`src/rtl/udp_payload_reader_if.sv`:
```
// Byte-stream handshake between the payload reader and the UDP/IP framer.
// master drives data/valid/last/pad, slave returns ready.
interface udp_payload_reader_if;
  logic [7:0] byte_data;
  logic       byte_valid;
  logic       byte_ready;
  logic       byte_last;
  logic       byte_pad;

  modport master (
    output byte_data,
    output byte_valid,
    output byte_last,
    output byte_pad,
    input  byte_ready
  );

  modport slave (
    input  byte_data,
    input  byte_valid,
    input  byte_last,
    input  byte_pad,
    output byte_ready
  );
endinterface

```
`src/rtl/udp_payload_reader.sv`:
```
// UDP payload RAM read side: fetches 32-bit words and streams them as
// MSB-first bytes, zero-padding short payloads up to MIN_PAYLOAD bytes.
module udp_payload_reader #(
  parameter int ADDR_W      = 9,
  parameter int START_ADDR  = 1,
  parameter int MIN_PAYLOAD = 18
) (
  input  logic              clk,
  input  logic              reset_n,
  input  logic              start,
  input  logic [15:0]       data_length,
  output logic [ADDR_W-1:0] ram_rd_addr,
  input  logic [31:0]       ram_rd_data,
  udp_payload_reader_if.master tx,
  output logic              busy,
  output logic              done
);

  localparam logic [ADDR_W-1:0] BASE    = ADDR_W'(START_ADDR);
  localparam logic [15:0]       MIN_LEN = 16'(MIN_PAYLOAD);

  typedef enum logic [2:0] {
    IDLE,
    FETCH,
    LOAD,
    STREAM,
    PAD,
    FIN
  } state_t;

  state_t      state;
  logic [15:0] pay_len;
  logic [15:0] tot_len;
  logic [15:0] rem_pay;
  logic [15:0] rem_tot;
  logic [23:0] shreg;
  logic [1:0]  bidx;
  logic        xfer;

  always_comb begin
    pay_len = 16'd0;
    if (data_length >= 16'd8)
      pay_len = data_length - 16'd8;
    tot_len = (pay_len > MIN_LEN) ? pay_len : MIN_LEN;
  end

  assign xfer = tx.byte_valid & tx.byte_ready;

  always_ff @(posedge clk) begin
    if (!reset_n) begin
      state         <= IDLE;
      ram_rd_addr   <= BASE;
      tx.byte_data  <= 8'h00;
      tx.byte_valid <= 1'b0;
      tx.byte_last  <= 1'b0;
      tx.byte_pad   <= 1'b0;
      busy          <= 1'b0;
      done          <= 1'b0;
      rem_pay       <= 16'd0;
      rem_tot       <= 16'd0;
      shreg         <= 24'd0;
      bidx          <= 2'd0;
    end else begin
      done <= 1'b0;
      unique case (state)
        IDLE: begin
          if (start) begin
            rem_pay     <= pay_len;
            rem_tot     <= tot_len;
            ram_rd_addr <= BASE;
            busy        <= 1'b1;
            state       <= FETCH;
          end
        end
        FETCH: state <= LOAD;
        LOAD: begin
          if (rem_pay != 16'd0) begin
            tx.byte_data  <= ram_rd_data[31:24];
            shreg         <= ram_rd_data[23:0];
            bidx          <= 2'd0;
            ram_rd_addr   <= ram_rd_addr + ADDR_W'(1);
            tx.byte_valid <= 1'b1;
            tx.byte_last  <= (rem_tot == 16'd1);
            state         <= STREAM;
          end else if (rem_tot != 16'd0) begin
            tx.byte_data  <= 8'h00;
            tx.byte_pad   <= 1'b1;
            tx.byte_valid <= 1'b1;
            tx.byte_last  <= (rem_tot == 16'd1);
            state         <= PAD;
          end else begin
            done        <= 1'b1;
            busy        <= 1'b0;
            ram_rd_addr <= BASE;
            state       <= FIN;
          end
        end
        STREAM: begin
          if (xfer) begin
            rem_pay <= rem_pay - 16'd1;
            rem_tot <= rem_tot - 16'd1;
            if (rem_pay > 16'd1) begin
              tx.byte_last <= (rem_tot == 16'd2);
              // next word has been on ram_rd_data since the last increment
              if (bidx == 2'd3) begin
                tx.byte_data <= ram_rd_data[31:24];
                shreg        <= ram_rd_data[23:0];
                bidx         <= 2'd0;
                ram_rd_addr  <= ram_rd_addr + ADDR_W'(1);
              end else begin
                tx.byte_data <= shreg[23:16];
                shreg        <= {shreg[15:0], 8'h00};
                bidx         <= bidx + 2'd1;
              end
            end else if (rem_tot > 16'd1) begin
              tx.byte_data <= 8'h00;
              tx.byte_pad  <= 1'b1;
              tx.byte_last <= (rem_tot == 16'd2);
              state        <= PAD;
            end else begin
              tx.byte_valid <= 1'b0;
              tx.byte_last  <= 1'b0;
              done          <= 1'b1;
              busy          <= 1'b0;
              ram_rd_addr   <= BASE;
              state         <= FIN;
            end
          end
        end
        PAD: begin
          if (xfer) begin
            rem_tot <= rem_tot - 16'd1;
            if (rem_tot > 16'd1) begin
              tx.byte_last <= (rem_tot == 16'd2);
            end else begin
              tx.byte_valid <= 1'b0;
              tx.byte_last  <= 1'b0;
              tx.byte_pad   <= 1'b0;
              done          <= 1'b1;
              busy          <= 1'b0;
              ram_rd_addr   <= BASE;
              state         <= FIN;
            end
          end
        end
        FIN: state <= IDLE;
        default: state <= IDLE;
      endcase
    end
  end

endmodule
```
`src/flat_wrapper.sv`:
```
// flat-port wrapper written by rule: the top's interface ports become plain ports
module udp_payload_reader_flat 
#(
  parameter int ADDR_W      = 9,
  parameter int START_ADDR  = 1,
  parameter int MIN_PAYLOAD = 18
)
  (clk, reset_n, start, data_length, ram_rd_addr, ram_rd_data, busy, done, tx_byte_data, tx_byte_valid, tx_byte_last, tx_byte_pad, tx_byte_ready);
  udp_payload_reader_if tx_i ();
  input  logic clk;
  input  logic reset_n;
  input  logic start;
  input  logic [15:0] data_length;
  output logic [ADDR_W-1:0] ram_rd_addr;
  input  logic [31:0] ram_rd_data;
  output logic busy;
  output logic done;
  output wire logic [$bits(tx_i.byte_data)-1:0] tx_byte_data;
  output wire logic [$bits(tx_i.byte_valid)-1:0] tx_byte_valid;
  output wire logic [$bits(tx_i.byte_last)-1:0] tx_byte_last;
  output wire logic [$bits(tx_i.byte_pad)-1:0] tx_byte_pad;
  input wire logic [$bits(tx_i.byte_ready)-1:0] tx_byte_ready;
  assign tx_byte_data = tx_i.byte_data;
  assign tx_byte_valid = tx_i.byte_valid;
  assign tx_byte_last = tx_i.byte_last;
  assign tx_byte_pad = tx_i.byte_pad;
  assign tx_i.byte_ready = tx_byte_ready;
  udp_payload_reader #(.ADDR_W(ADDR_W), .START_ADDR(START_ADDR), .MIN_PAYLOAD(MIN_PAYLOAD)) u_core (.clk(clk), .reset_n(reset_n), .start(start), .data_length(data_length), .ram_rd_addr(ram_rd_addr), .ram_rd_data(ram_rd_data), .tx(tx_i), .busy(busy), .done(done));
endmodule
```
`config.mk`:
```
export PLATFORM = sky130hd
export DESIGN_NAME = udp_payload_reader_flat
export DESIGN_NICKNAME = d
export VERILOG_FILES = /design/src/rtl/udp_payload_reader_if.sv /design/src/rtl/udp_payload_reader.sv /design/src/flat_wrapper.sv
export SDC_FILE = /design/constraint.sdc
export NUM_CORES = 1
export LEC_CHECK = 0
export CAP_MARGIN = 20
export CORE_ASPECT_RATIO = 0.9
export CORE_MARGIN = 2
export CORE_UTILIZATION = 50
export DETAILED_ROUTE_END_ITERATION = 6
export HOLD_SLACK_MARGIN = 0.12
export PLACE_DENSITY = 0.78
export SYNTH_ARGS = -nofsm -noshare
export SYNTH_HDL_FRONTEND = slang
export SYNTH_SLANG_ARGS = --single-unit
```
`constraint.sdc`:
```
create_clock -name clk -period 3.4 [get_ports clk]
set_input_delay 0.68 -clock clk [delete_from_list [all_inputs] [get_ports clk]]
set_output_delay 0.68 -clock clk [all_outputs]
set_load 0.02 [all_outputs]
```
[Word-level counts from Yosys, hierarchy flattened]
Cells that the tools add are included.
Storage, ports and cells
  logic and storage cells: 143
  input port bits: 52
  register bits after elaboration: 83
Operators by class
  magnitude comparators: 4
  muxes and demuxes: 79
  bitwise gates (word level): 1
  add/sub/neg operators: 5
  equality and inequality tests: 23
  reductions and logical operators: 19
Operators with widths (number)
  $mux 16: 6
  $mux 24: 4
  $mux 9: 8
  $pmux 16 s2: 2
  $mux 8: 6
  $pmux 24 s2: 1
  $pmux 9 s4: 1
  $mux 1: 33
  $gt 16x1->1 const B: 2
  $reduce_bool 16->1: 2
  $sub 16x1->16 const B: 2
  $mux 3: 6
  $eq 16x1->1 const B: 1
  $eq 16x2->1 const B: 1
  $ge 16x4->1 const B: 1
  $gt 16x5->1 const B: 1
  $pmux 8 s2: 1
  $sub 16x4->16 const B: 1
  $pmux 3 s5: 1
  $ne 2x1->1 const B: 7
  $pmux 1 s3: 4
  $reduce_and 4->1: 3
  $ne 2x2->1 const B: 5
  $reduce_and 5->1: 2
  other kinds (22): 30

[Longest topological paths before layout]
Gate-level depths: netlist of run 1.
  word-level depth: 6
  depth in mapped cells: 9

[Worst setup path before layout of run 1]
Ideal clock, no wire load.
  path kind: in2reg
  from: input port data_length[8]
  to: register u_core.rem_tot[2]
  path slack: 0.703 ns
  stages on the path: 8
  data arrival time: 2.562 ns
  required time: 3.265 ns
  buffers on the path: 2
  path through: clkbuf_1 or3_1 clkbuf_1 nor4_1 mux2i_1 nand3_1 nor4_2 o31ai_1
On the way
  word-level cells in the longest chain between the ends: 6
  elaborated cells on any way between the ends: 7
  classes of those cells: add/sub (1); order compare (2); mux (4)
Ends and longest elaborated chain
  from (decl): line flat_wrapper.sv:13  | input logic [15:0] data_length;
  $sub 16x4->16 / $ge 16x4->1 (equally long branches): line udp_payload_reader.sv:43, udp_payload_reader.sv:42
  $mux 16 *: line udp_payload_reader.sv:42  | if (data_length >= 16'd8)
  $gt 16x5->1: line udp_payload_reader.sv:44  | tot_len = (pay_len > MIN_LEN) ? pay_len : MIN_LEN;
  $mux 16 *: line udp_payload_reader.sv:44
  $mux 16 *: line udp_payload_reader.sv:67  | if (start) begin
  $pmux 16 s2 *: line udp_payload_reader.sv:65  | unique case (state)
  to (signal assigned): line udp_payload_reader.sv:69  | rem_tot <= tot_len;
  to (signal assigned): line udp_payload_reader.sv:101  | rem_tot <= rem_tot - 16'd1;
  to (signal assigned): line udp_payload_reader.sv:132  | rem_tot <= rem_tot - 16'd1;
  to (decl): line udp_payload_reader.sv:35  | logic [15:0] rem_tot;
Mark *: on every way between the ends. The rest lies on a longest branch, timed or not. The select of a mux whose other input is x is not followed.
A chain may end at the register's enable or synchronous reset.

[Worst setup path after layout of run 1]
  from: input port data_length[3]
  to: register u_core.rem_tot[2]
The elaborated chain is that of the path after synthesis.

==> qor.tcl, run 1 <==
set qor(result_of_the_run) {completed}
set qor(hold_path.class) {reg2reg}
set qor(detailed_route_wirelength_on_metal2_um) 6680
set qor(critPathCaptureType) {register}
set qor(detail_route_met3_wl_um) 1020
set qor(met1_length_um) 6940
set qor(setup_repair_after_global_routing_missed_its_margin) {false}
set qor(layout-area-overhead-vs-synth_pct) 22.8
set qor(arr_time_crit_path_ns) 3.24
set qor(maxClockFrequency_mhz) 332
set qor(critical-path-max-stage-delay_ns) 0.66
set qor(post_route_cells_drive_above_1_share) 0.0783
set qor(crit_fanout) 6
set qor(r2r-end) {u_core.ram_rd_addr[7]}
set qor(synthesis.area_mm2) 0.00494
set qor(number_of_cells_upsized_or_downsized_after_cts) 0
set qor(grt_max_degree) 53
set qor(hold_path_start) {u_core.shreg[7]}
set qor(ys_warn_count) 0
set qor(fp-row-count) 34
set qor(clock_tree.buffer_depth) 2
set qor(r2r_slack_ns) 0.51
set qor(max_cap_violations) 0
set qor(path_clk_slew_ns) 0.08
set qor(hold_path_depth) 2
set qor(post-place-cells) 850
set qor(highest-signal-layer) {met4}
set qor(fillCellCount) 874
set qor(relative_slew_margins) 0.375
set qor(dp.final_hpwl_um) 10700
set qor(worst_skew_pair.late_latency_ns) 0.36
set qor(initial_core_util) 0.511
set qor(synth-edff-count) 0
set qor(worst_path_max_delay_cell) {sky130_fd_sc_hd__or4_1}
set qor(post_cts_hold_fix_bufs) 0
set qor(first_global_vias) 4881
set qor(core_area_mm2) 0.00966
set qor(route.detailed.wl_per_inst_um) 17.1
set qor(period_needed_ns) 3.01
set qor(finalHoldViolations) 0
set qor(detailedRoute.firstPassIterationCount) 7
set qor(drt-vias-per-instance) 6.25
set qor(input_output_buffers) 73
set qor(cts-buffers-inserted) 9
set qor(post-layout-total-power_w) 0.00305
set qor(min_period_over_period) 0.885
set qor(cp.required_ns) 3.63
set qor(top_level_ports) 74
set qor(regToRegStartpoint) {u_core.rem_tot[0]}
set qor(floorplan.die.height_um) 98.3
set qor(clock-root-buffer) {sky130_fd_sc_hd__clkbuf_8}
set qor(synthesis.instances) 672
set qor(post-synth-top-area-fraction) 0.337
set qor(area_occupied_by_multi_input_gates_mm2) 0.00306
set qor(final_nets) 796
set qor(postRouteAntennaNets) 0
set qor(synth_flop_cell) {sky130_fd_sc_hd__dfxtp_1}
set qor(dieWidth_um) 109
set qor(layout.cell_area.non_filler_mm2) 0.00606
set qor(final_estimated_routing_congestion_in_global_placement) 0.921
set qor(cts_tree) {built}
set qor(setup_bufs_post_cts) 0
set qor(layoutNonFillerInstCount) 867
set qor(antenna_found_initial) 0
set qor(clock_tree.htree_level_count) 3
set qor(grt_use_total) 0.280
set qor(netlist_top_cells_area) {sky130_fd_sc_hd__dfxtp_1, sky130_fd_sc_hd__a21oi_1, sky130_fd_sc_hd__nand2_1}
set qor(syn_area_cell_um2) 7.35
set qor(routed-via-count) 5421
set qor(ys_seq_elements) 83
set qor(regArea_mm2) 0.00166
set qor(drt_first_iter_violations) 661
set qor(grt_pass1_wl_um) 24200
set qor(max_slew.worst_pin.slew_ns) 0.934
set qor(die_area_mm2) 0.0107
set qor(drc) 0
set qor(dpl_cell_area_mm2) 0.00583
set qor(yosysTopAreaCell) {sky130_fd_sc_hd__dfxtp_1}
set qor(setup_tns_ns) 0
set qor(synth_cell_types) 65
set qor(holdPathEnd) {u_core.shreg[7]}
set qor(power_leakage_nw) 2.23
set qor(tritoncts_num_sinks) 83
set qor(worstSetupStartpointType) {primary input}
set qor(slew_viol_final) 0
set qor(antenna_cells_inserted) 0
set qor(synthesized_net_count) 732
set qor(synthArstFlopShare) 0
set qor(timing_worst_setup_path_type) {in2reg}
set qor(powerDensity_mw_per_mm2) 504
set qor(setup_viol_count_final) 0
set qor(vdd.ir_drop.worst_mv) 0.409
set qor(synth-seq-area-share) 0.337
set qor(postRouteWirelength_um) 14800
set qor(timing.critical_path.cells) {clkdlybuf4s50_1 > or4_1 > o41a_1 > a31oi_1 > inv_1 > nor4_2 > o31ai_1}
set qor(reg2reg_depth) 8
set qor(timing.clock.skew_ns) 0.0137
set qor(globalRouteOverflowTotal) 0
==> per-layer routing <==
layer	vias to the layer above	GRT usage
met3	30	0.0521
li1	2644	-
met4	0	0.0552
met1	2530	0.413
met5	-	0
met2	217	0.426
==> cell type report <==
type	count	share of cell area
multi-input cells	533	0.504
flip-flops and latches	83	0.274
repair buffers	95	0.151
well taps	126	0.0260
clock buffers	9	0.0204
clock inverters	7	0.0153
inverters	14	0.00867
==> worst max path at each step <==
stage | endpoint | cells after the start | slack [ns] | start
finish | u_core.rem_tot[2] | 7 | 0.39 | data_length[3]
global route | u_core.rem_tot[2] | 9 | 0.18 | data_length[3]
CTS | u_core.rem_tot[2] | 9 | 0.40 | data_length[3]
detailed placement | u_core.rem_tot[2] | 7 | 0.03 | data_length[3]
global placement | u_core.rem_tot[2] | 7 | 0.08 | data_length[3]
floorplan | u_core.rem_tot[2] | 8 | 0.70 | data_length[8]
==> flip-flops by register name (all words and copies together) (netlist names), 2 cells and up <==
signal / cells
u_core.rem_tot: 16
u_core.tx.byte_data: 8
u_core.rem_pay: 16
u_core.bidx: 2
u_core.ram_rd_addr: 9
u_core.state: 3
u_core.shreg: 24
==> Yosys cell counts (4+ instances only) <==
| cell | n |
|---|---|
| sky130_fd_sc_hd__nor2b_1 | 5 |
| sky130_fd_sc_hd__o31ai_1 | 8 |
| sky130_fd_sc_hd__nor2_1 | 71 |
| sky130_fd_sc_hd__mux2i_1 | 4 |
| sky130_fd_sc_hd__nand4_1 | 12 |
| sky130_fd_sc_hd__nand2_1 | 89 |
| sky130_fd_sc_hd__o21ai_0 | 52 |
| sky130_fd_sc_hd__o21a_1 | 8 |
| sky130_fd_sc_hd__nand3_1 | 31 |
| sky130_fd_sc_hd__or4_1 | 6 |
| sky130_fd_sc_hd__clkbuf_1 | 39 |
| sky130_fd_sc_hd__a21o_1 | 4 |
| sky130_fd_sc_hd__nor3_1 | 22 |
| sky130_fd_sc_hd__nand2b_1 | 4 |
| sky130_fd_sc_hd__nor4_1 | 16 |
| sky130_fd_sc_hd__inv_1 | 13 |
| sky130_fd_sc_hd__ha_1 | 8 |
| sky130_fd_sc_hd__a31oi_1 | 8 |
| sky130_fd_sc_hd__a21oi_1 | 67 |
| sky130_fd_sc_hd__a311oi_1 | 16 |
| sky130_fd_sc_hd__dfxtp_1 | 83 |
| sky130_fd_sc_hd__a22oi_1 | 13 |
| sky130_fd_sc_hd__and3_1 | 7 |
| sky130_fd_sc_hd__a211oi_1 | 5 |
| sky130_fd_sc_hd__o22ai_1 | 4 |
| sky130_fd_sc_hd__or3_1 | 12 |
==> metrics by stage <==
step                      utilization  hold slack (ns)  worst slack, ns
after floorplan                     -            0.432            0.703
after global placement          0.604            0.440           0.0794
after detailed placement        0.604            0.446           0.0328
after CTS                       0.626            0.461            0.396
after global routing            0.627            0.479            0.181
final                           0.627            0.458            0.391
==> kinds of logic (layout without fill, tap and decap cells) <==
logic type                 after synthesis  in the layout  share of synthesized area
muxes                                    4              4                    0.00811
AOI/OAI and AO/OA                      220            220                      0.287
buffers and inverters                   56            125                     0.0444
adders and majority gates                8              8                     0.0203
xor gates and xnor gates                 1              1                    0.00177
and+or+nand+nor                        300            300                      0.302
DFF                                     83             83                      0.337
==> where the power goes <==
part,internal (W),switching (W)
logic,0.000421,0.000620
registers,0.00110,0.000139
clock network,0.000412,0.000362
==> cell usage in the layout (no fill, tap or decap), types with 5 or more instances in the layout <==
cell type                         count
sky130_fd_sc_hd__o21a_1               8
sky130_fd_sc_hd__inv_1               13
sky130_fd_sc_hd__o31ai_1              8
sky130_fd_sc_hd__or3_1               12
sky130_fd_sc_hd__ha_1                 8
sky130_fd_sc_hd__nor2_1              71
sky130_fd_sc_hd__nor4_1              16
sky130_fd_sc_hd__clkdlybuf4s50_1     73
sky130_fd_sc_hd__nand2_1             89
sky130_fd_sc_hd__a31oi_1              8
sky130_fd_sc_hd__nor3_1              22
sky130_fd_sc_hd__a311oi_1            16
sky130_fd_sc_hd__or4_1                6
sky130_fd_sc_hd__buf_4               20
sky130_fd_sc_hd__a21oi_1             67
sky130_fd_sc_hd__clkbuf_8             9
sky130_fd_sc_hd__o21ai_0             52
sky130_fd_sc_hd__and3_1               7
sky130_fd_sc_hd__nand4_1             12
sky130_fd_sc_hd__dfxtp_1             83
sky130_fd_sc_hd__a22oi_1             13
sky130_fd_sc_hd__nor2b_1              5
sky130_fd_sc_hd__a211oi_1             5
sky130_fd_sc_hd__nand3_1             31
==> worst max-delay path: cells and delay by family <==
| kind | cells | cell delay, ns |
|---|---|---|
| buf+inv | 2 | 0.60 |
| simple gates | 2 | 1.11 |
| compound gates | 3 | 0.84 |
No activity file was read; power rests on OpenSTA's default activity.
==> run 2, diff against run 1 <==
--- a/config.mk
+++ b/config.mk
@@ -12,6 +12,7 @@
 export DETAILED_ROUTE_END_ITERATION = 6
 export HOLD_SLACK_MARGIN = 0.12
 export PLACE_DENSITY = 0.78
+export SLEW_MARGIN = 20
 export SYNTH_ARGS = -nofsm -noshare
 export SYNTH_HDL_FRONTEND = slang
 export SYNTH_SLANG_ARGS = --single-unit
==> qor.tcl, run 2 (synthesized netlist as in run 1, its figures left out) <==
set qor(layout-area-overhead-vs-synth_pct) 22.5
set qor(tritoncts_num_sinks) 83
set qor(number_of_cells_upsized_or_downsized_after_cts) 0
set qor(post_route_cells_drive_above_1_share) 0.0784
set qor(timing.critical_path.buf_inv) 2
set qor(worst_skew_pair.late_latency_ns) 0.36
set qor(clock_tree.buffer_depth) 2
set qor(largest_registers) {u_core.shreg x24, u_core.rem_pay x16, u_core.rem_tot x16}
set qor(fp-row-count) 34
set qor(slew_viol_final) 0
set qor(final_estimated_routing_congestion_in_global_placement) 0.921
set qor(critPathCaptureType) {register}
set qor(top_level_ports) 74
set qor(drc) 0
set qor(layout_common_cells) {sky130_fd_sc_hd__nand2_1, sky130_fd_sc_hd__dfxtp_1, sky130_fd_sc_hd__clkdlybuf4s50_1, sky130_fd_sc_hd__nor2_1, sky130_fd_sc_hd__a21oi_1}
set qor(grt.met1_usage) 0.413
set qor(dieWidth_um) 109
set qor(dp.final_hpwl_um) 10700
set qor(floorplan.die.height_um) 98.3
set qor(input_output_buffers) 73
set qor(post-place-cells) 850
set qor(layoutNonFillerInstCount) 866
set qor(min_period_over_period) 0.883
set qor(setup_viol_count_final) 0
set qor(route.detailed.wl_per_inst_um) 17.2
set qor(powerDensity_mw_per_mm2) 504
set qor(timing.critical_path.cells) {clkdlybuf4s50_1 > or4_1 > o41a_1 > a31oi_1 > inv_1 > nor4_2 > o31ai_1}
set qor(arr_time_crit_path_ns) 3.23
set qor(result_of_the_run) {completed}
set qor(timing_worst_setup_path_type) {in2reg}
set qor(crit_fanout) 6
set qor(critical-path-max-stage-delay_ns) 0.66
set qor(cts-buffers-inserted) 9
set qor(period_needed_ns) 3.00
set qor(grtUsageMet2) 0.426
set qor(cp.required_ns) 3.63
set qor(layout.cells.most_common) {sky130_fd_sc_hd__nand2_1}
set qor(antenna_found_initial) 0
set qor(most_flop_heavy_register) {u_core.shreg}
set qor(die_area_mm2) 0.0107
set qor(post_cts_hold_fix_bufs) 0
set qor(first_global_vias) 4881
set qor(grt_max_degree) 53
set qor(setup_repair_after_global_routing_missed_its_margin) {false}
set qor(maxClockFrequency_mhz) 333
set qor(vdd.ir_drop.worst_mv) 0.409
set qor(hold_path_depth) 2
set qor(layout.cell_area.non_filler_mm2) 0.00605
set qor(max_cap_violations) 0
set qor(path_clk_slew_ns) 0.08
set qor(hold_path.class) {reg2reg}
set qor(postRouteAntennaNets) 0
set qor(antenna_cells_inserted) 0
set qor(initial_core_util) 0.511
set qor(use_met3) 0.0521
set qor(setup_bufs_post_cts) 0
set qor(path_delay_family) {simple AND/OR/NAND/NOR gates}
set qor(clock_tree.htree_level_count) 3
set qor(detailedRoute.firstPassIterationCount) 5
set qor(grt_pass1_wl_um) 24200
set qor(worstSetupStartpointType) {primary input}
set qor(final_nets) 795
set qor(max_slew.worst_pin.slew_ns) 0.946
set qor(drt_first_iter_violations) 609
set qor(globalRouteOverflowTotal) 0
set qor(max_reg_flops) 24
set qor(routed-via-count) 5396
set qor(gr-max-usage-layer) {met2}
set qor(worst-path-stages) 7
set qor(postRouteWirelength_um) 14900
set qor(clock-root-buffer) {sky130_fd_sc_hd__clkbuf_8}
set qor(r2r_slack_ns) 0.53
set qor(relative_slew_margins) 0.367
set qor(finalHoldViolations) 0
set qor(fin_util) 0.626
set qor(grt_use_total) 0.280
set qor(setup_tns_ns) 0
set qor(drt-vias-per-instance) 6.23
set qor(core_area_mm2) 0.00966
set qor(worst_path_max_delay_cell) {sky130_fd_sc_hd__or4_1}
set qor(timing.clock.skew_ns) 0.0151
set qor(holdWs_ns) 0.458
set qor(power_leakage_nw) 2.23
set qor(reg2reg_depth) 8
set qor(dpl_cell_area_mm2) 0.00583
set qor(fillCellCount) 876
set qor(cts_tree) {built}
==> run 2: worst paths after layout <==
path                                         from                     to
worst max-delay path               data_length[3]      u_core.rem_tot[2]
worst min-delay path              u_core.shreg[7]        u_core.shreg[7]
worst max register to register  u_core.rem_tot[0]  u_core.ram_rd_addr[7]
worst min register to register    u_core.shreg[7]        u_core.shreg[7]
==> run 2: power by group <==
part | total (W) | switching [W] | internal, W
Combinational | 0.00104 | 0.000620 | 0.000416
Sequential | 0.00124 | 0.000138 | 0.00110
Clock | 0.000773 | 0.000361 | 0.000412
Total | 0.00305 | 0.00112 | 0.00193
==> run 2: routing by layer <==
metal | vias to the layer above | routed length, µm
met1 | 2513 | 6820
met2 | 219 | 6750
li1 | 2645 | -
met5 | - | 0
met3 | 19 | 1130
met4 | 0 | 157
==> run 2: cell type report <==
class / count / area [µm²] / share of cell area
clock buffer: 9 / 124 / 0.0205
timing repair buffer: 94 / 901 / 0.149
clock inverter: 7 / 92.6 / 0.0153
sequential: 83 / 1660 / 0.275
inverter: 14 / 52.6 / 0.00869
tap: 126 / 158 / 0.0261
multi-input combinational: 533 / 3060 / 0.506
==> run 2: metrics by stage <==
step / setup WS (ns) / power (W)
after floorplan: 0.703 / 0.00191
after global placement: 0.0794 / 0.00223
after detailed placement: 0.0328 / 0.00226
after CTS: 0.396 / 0.00303
after global routing: 0.181 / 0.00321
final: 0.397 / 0.00305
==> run 2: worst reg2reg max path: stages (launching register included) <==
cell	delay, ns
sky130_fd_sc_hd__dfxtp_1	0.39
sky130_fd_sc_hd__inv_1	0.11
sky130_fd_sc_hd__ha_1	0.24
sky130_fd_sc_hd__nor3b_1	0.43
sky130_fd_sc_hd__nand4_1	0.30
sky130_fd_sc_hd__nand4_1	0.24
sky130_fd_sc_hd__or3b_4	0.41
sky130_fd_sc_hd__o21a_1	0.29
sky130_fd_sc_hd__a221o_1	0.37
